`src/rtl/piso_shift_tx.sv`:
```
// Parallel-in serial-out transmitter: shifts an N-bit word out MSB first, then pulses done.
// Define PISO_SHIFT_TX_PARITY_EN to append an even-parity bit after the data bits.
module piso_shift_tx #(
    parameter int N = 4
) (
    input  logic         clk,
    input  logic         reset,
    input  logic         load,
    input  logic [N-1:0] I,
    output logic         sout,
    output logic         busy,
    output logic         done
);

    localparam int CW = $clog2(N + 2);

`ifdef PISO_SHIFT_TX_PARITY_EN
    localparam int LAST = N;
`else
    localparam int LAST = N - 1;
`endif

    localparam logic [CW-1:0] LAST_CNT = CW'(LAST);
    localparam logic [CW-1:0] PAR_CNT  = CW'(N);

    typedef enum logic {
        IDLE,
        SHIFT
    } state_t;

    state_t        state;
    state_t        state_nx;
    logic [N-1:0]  shreg;
    logic [N-1:0]  shreg_nx;
    logic [CW-1:0] cnt;
    logic [CW-1:0] cnt_nx;
    logic          done_nx;
    logic          sout_nx;
    logic          busy_nx;

`ifdef PISO_SHIFT_TX_PARITY_EN
    logic          par;
    logic          par_nx;
`endif

    // Next-state logic; outputs are precomputed here so they leave the block straight from flops.
    always_comb begin
        state_nx = state;
        shreg_nx = shreg;
        cnt_nx   = cnt;
        done_nx  = 1'b0;
`ifdef PISO_SHIFT_TX_PARITY_EN
        par_nx   = par;
`endif

        case (state)
            IDLE: begin
                if (load) begin
                    state_nx = SHIFT;
                    shreg_nx = I;
                    cnt_nx   = '0;
`ifdef PISO_SHIFT_TX_PARITY_EN
                    par_nx   = ^I;
`endif
                end
            end
            SHIFT: begin
                shreg_nx = shreg << 1;
                if (cnt == LAST_CNT) begin
                    state_nx = IDLE;
                    cnt_nx   = '0;
                    done_nx  = 1'b1;
                end else begin
                    cnt_nx = cnt + CW'(1);
                end
            end
            default: begin
                state_nx = IDLE;
            end
        endcase

        busy_nx = (state_nx == SHIFT);
        sout_nx = 1'b1;
        if (state_nx == SHIFT) begin
`ifdef PISO_SHIFT_TX_PARITY_EN
            // Once all data bits are out the counter reaches N and the parity bit takes the line.
            if (cnt_nx == PAR_CNT) begin
                sout_nx = par_nx;
            end else begin
                sout_nx = shreg_nx[N-1];
            end
`else
            sout_nx = shreg_nx[N-1];
`endif
        end
    end

    always_ff @(posedge clk) begin
        if (reset) begin
            state <= IDLE;
            shreg <= '0;
            cnt   <= '0;
            done  <= 1'b0;
            sout  <= 1'b1;
            busy  <= 1'b0;
`ifdef PISO_SHIFT_TX_PARITY_EN
            par   <= 1'b0;
`endif
        end else begin
            state <= state_nx;
            shreg <= shreg_nx;
            cnt   <= cnt_nx;
            done  <= done_nx;
            sout  <= sout_nx;
            busy  <= busy_nx;
`ifdef PISO_SHIFT_TX_PARITY_EN
            par   <= par_nx;
`endif
        end
    end

`ifndef PISO_SHIFT_TX_PARITY_EN
    logic unused_cnt_ok;
    assign unused_cnt_ok = &{1'b0, PAR_CNT};
`endif

endmodule

```
`config.mk`:
```
export PLATFORM = sky130hd
export DESIGN_NAME = piso_shift_tx
export DESIGN_NICKNAME = d
export VERILOG_FILES = /design/src/rtl/piso_shift_tx.sv
export SDC_FILE = /design/constraint.sdc
export NUM_CORES = 1
export LEC_CHECK = 0
export ABC_CLOCK_PERIOD_IN_PS = 1750
export BUFFER_PORTS_ARGS = -buffer_cell sky130_fd_sc_hd__buf_4
export CAP_MARGIN = 25
export CORE_UTILIZATION = 30
export CTS_CLUSTER_DIAMETER = 200
export DETAILED_ROUTE_END_ITERATION = 6
export PLACE_DENSITY = 0.49
export SETUP_SLACK_MARGIN = 0.05
export SYNTH_ARGS = -nofsm -noshare
export SYNTH_HDL_FRONTEND = slang
export SYNTH_SLANG_ARGS = --single-unit
```
`constraint.sdc`:
```
create_clock -name clk -period 1.75 [get_ports clk]
set_clock_uncertainty 0.15 [all_clocks]
set_input_delay 0.175 -clock clk [delete_from_list [all_inputs] [get_ports clk]]
set_output_delay 0.175 -clock clk [all_outputs]
set_load 0.01 [all_outputs]
```
# Word level (Yosys, flattened, before mapping)
# Cells that the tools add are included.
dict set report totals {
  register_bits 10
  latch_bits 0
  ramBits 0
  romBits 0
  in_bits 7
  word_cells 22
  n_memories 0
}
dict set report op_classes {
  addsub 1
  multipliers 0
  div 0
  n_lt_le_gt_ge 0
  n_eq_ne 2
  shift 0
  n_mux 9
  bitwise_logic 2
  reduce_logical 2
}
# op count
set ops {}
lappend ops {{case mux 4 bit (2 select lines)} 1}
lappend ops {{2-to-1 mux 3 bit} 2}
lappend ops {{case mux 3 bit (2 select lines)} 1}
lappend ops {{2-to-1 mux 4 bit} 1}
lappend ops {{OR reduction 2 bit} 2}
lappend ops {{adder 3 x 1 -> 3 bit, second input constant} 1}
lappend ops {{equality test 3 x 2 -> 1 bit, second input constant} 1}
lappend ops {{2-to-1 mux 1 bit} 3}
lappend ops {{inequality test 2 bit, second input constant} 1}
lappend ops {{inverter 1 bit} 2}
lappend ops {{case mux 1 bit (2 select lines)} 1}

# Longest topological paths before layout
dict set report logic_depth {
  depth_word 5
  depth_mapped 4
  ltp_nobuf 4
}

# Worst setup path after synthesis
# OpenSTA, ideal clock, no wires.
dict set report synth_path {
  path_kind {register to register}
  startpoint {register cnt[0]}
  endpoint {register sout}
  setup_ps 120
  t_arrival_ps 912
  required_ps 1480
  setup_slack_ps 568
  path_stages_with_launch 5
  path_buffers 0
  cell_sequence {dfxtp_1 > ha_1 > nand2b_1 > a22oi_1 > or2_1}
}
dict set report synth_between {
  elab_chain_cells 5
}
# item line
set synth_rtl {}
lappend synth_rtl {{start: declaration} 35} ;# logic [CW-1:0] cnt;
lappend synth_rtl {{start signal: assignment} 112} ;# cnt <= cnt_nx;
lappend synth_rtl {{equality test 3 x 2 -> 1 bit} 69} ;# if (cnt == LAST_CNT) begin
lappend synth_rtl {{2-to-1 mux 1 bit} 69}
lappend synth_rtl {{case mux 1 bit (2 select lines)} 56} ;# case (state)
lappend synth_rtl {{inverter 1 bit (no line)} -}
lappend synth_rtl {{OR reduction 2 bit (no line)} -}
lappend synth_rtl {{end signal: assignment} 114} ;# sout <= sout_nx;
lappend synth_rtl {{end: declaration} 10} ;# output logic sout,
# No other way between the ends.
# A chain may end at the register's enable or synchronous reset.

==> results.md <==
* Wire per inst at 10.7 um
* Root buf cell: clkbuf_4
* Sequential cell area at roughly 180 um^2
* Relative slew margins at 0.802
* Power consumption at 453 uW
* Die Ht at 39.2 um
* H-tree levels at 1
* I/O Pins at 10
* Setup bufs post-CTS at 0
* Final Util at 0.402
* N_diodes at 0
* Power density cells at roughly 870 mW/mm^2
* Cell family with most CP delay: flip-flops
* Post-Route Setup TNS at 0 ns
* Synth warn at 0
* Worst setup EP type: output port
* Buffers on Ports at 9
* Most frequent cells in the layout: buf_4, dfxtp_1, nor2_1
* Maximum number of pins on one net before global-route repair at 10
* Worst Setup Start Kind: register
* Pins Over Slew Limit at 0
* DRT iter0 DRCs at 3
* Reg-to-Reg Start: cnt[0]$_SDFFE_PP0P_
* DRC at 0
* Hold slack at 0.0498 ns
* Main flop type after synthesis: dfxtp_1
* Worst-path clk slew at 0.07 ns
* RSZ-0062 raised after global routing: no
* Netlist cell types at 22
* Post-DP HPWL at ~530 um
* Final WS setup at 0.476 ns
* GRT Util Overall at 0.119
* Post-synth EDFFs at 0
* Filler Cell Count at 136
* Asr flop ratio synth at 0
* Core box area at 0.00130 mm^2
* Die Area at 0.00154 mm^2
* Synthesized area at 415 um^2
* CTS tree: yes
* Fmax at ~800 MHz
* Post-Syn Nets at 47
* Fin crit period at 1.27 ns
* Area of the multi-input gates at 205 um^2
* Crit. Startpoint: state$_SDFF_PP0_
* ANT nets after route at 0
* Slowest CP cell: dfxtp_1
* Most common cell after layout, fill and taps aside: buf_4
* Share of layout cells above drive strength 1 at 0.353
* Gpl congestion at 0.699
* Final Cycle Share at 0.728
* Clock sinks at 9
* Worst ir drop on vdd at between 0.3 and 0.4 mV
* Die width at just under 40 um
* Dpl ws at between 0.5 and 0.6 ns
* Syn Inst Count at 39
* Fin. Hold Viols at 0
* CTS buffer count at 3
* Clock latency on the worst-skew pair at 0.27 ns
* Total number of vias at around 320
* Drt via density at just under 5
* Vias in the first global route at 270
* First-pass GRT wire length at between 1000 and 1500 um
* Initial Util at 0.319
* Area delta synth->final at 25.9%
* Final setup viols at 0
* CP Class: register to output port
* Clock Path Buffers at 2
* Yosys reg bits at 9
* Worst path bufs/invs at 1
* Critical Path AT at 0.95 ns
* TritonRoute pass-1 iters at 4
* Total wire length at 709 um
* Leak at 0.000224 uW
* Worst EP required at between 1 and 1.5 ns
* Row cnt at 13
* Hold Crit Class: input port to register
* Slew @ Worst Pin at 0.297 ns
* CP Max Fanout at 8
* Final net count at 60
* Register area share after synthesis at 0.434
* Outcome: finished, final reports clean
* Syn Area/Cell at 10.7 um^2
* Initial antenna violation count at 0
* CP Cell Sequence: buf_4
* CP max stage delay at ~0.5 ns
* Max_cap viols at 0
* Gr ovfl total at 0
* Worst hold start: I[0]
[metrics by stage]
| step | area (um^2) | std cells |
|---|---|---|
| CTS | 523 | 66 |
| global route | 523 | 66 |
| finish | 523 | 66 |
| floorplan | 415 | 39 |
| detailed placement | 487 | 61 |
| global placement | 487 | 61 |
[per-layer routing]
layer	wire length [um]	track usage
met1	330	0.142
met2	303	0.158
met3	38	0.0347
met4	37	0.129
met5	0	0
[cell type report]
cell class / count / area share
well taps: 15 / 0.0359
inverters: 2 / 0.0144
flip-flops and latches: 9 / 0.344
clock buffers: 4 / 0.0502
multi-input cells: 25 / 0.392
repair buffers: 11 / 0.163
[synthesized netlist by cell type, drive strengths merged, types with 2 or more instances]
master / n / area share
dfxtp: 9 / 0.43
nor2: 5 / 0.051
mux2i: 3 / 0.072
buf: 2 / 0.045
inv: 2 / 0.018
mux2: 2 / 0.072
nand2: 2 / 0.018
nor2b: 2 / 0.030
[registers in the layout, summed over array words and instances (netlist names)]
register  cells
cnt           3
shreg         3
state         1
sout          1
done          1
[path summary, 6_finish.rpt]
check                                        endpoint  slack [ns]  cells after the start
worst min-delay path            shreg[0]$_SDFFE_PP0P_        0.05                      3
worst max register to register        sout$_SDFF_PP1_        0.50                      4
worst max-delay path                             busy        0.48                      1
worst min register to register    cnt[0]$_SDFFE_PP0P_        0.33                      2
[worst min-delay path, delay by kind of cell]
family | cells | cell delay [ns]
multiplexers | 1 | 0.06
AND/OR/NAND/NOR | 1 | 0.11
buffers and inverters | 1 | 0.08
[cells by family (layout without fill, tap and decap cells)]
| logic type | after synthesis | count (layout) | synth area share |
|---|---|---|---|
| AOI/OAI and AO/OA | 5 | 5 | 0.136 |
| and+or+nand+nor | 14 | 14 | 0.184 |
| DFF | 9 | 9 | 0.434 |
| adders and majority gates | 1 | 1 | 0.0301 |
| buffers and inverters | 5 | 17 | 0.0723 |
| muxes | 5 | 5 | 0.145 |
[repair_timing]
| action | in CTS | in global routing |
|---|---|---|
| hold buffers | 1 | 0 |
| gates resized for setup | 0 | 0 |
| endpoints found under the hold margin | 4 | 0 |
| endpoints found under the setup margin | 0 | 0 |
[power breakdown]
| part | internal (uW) | leakage (uW) | switching [uW] |
|---|---|---|---|
| Sequential | 215 | 0.0000738 | 8.22 |
| Clock | 88.3 | 0.0000150 | 80.8 |
| Combinational | 36.6 | 0.000135 | 24.4 |
Power figures use the tool's default switching activity.
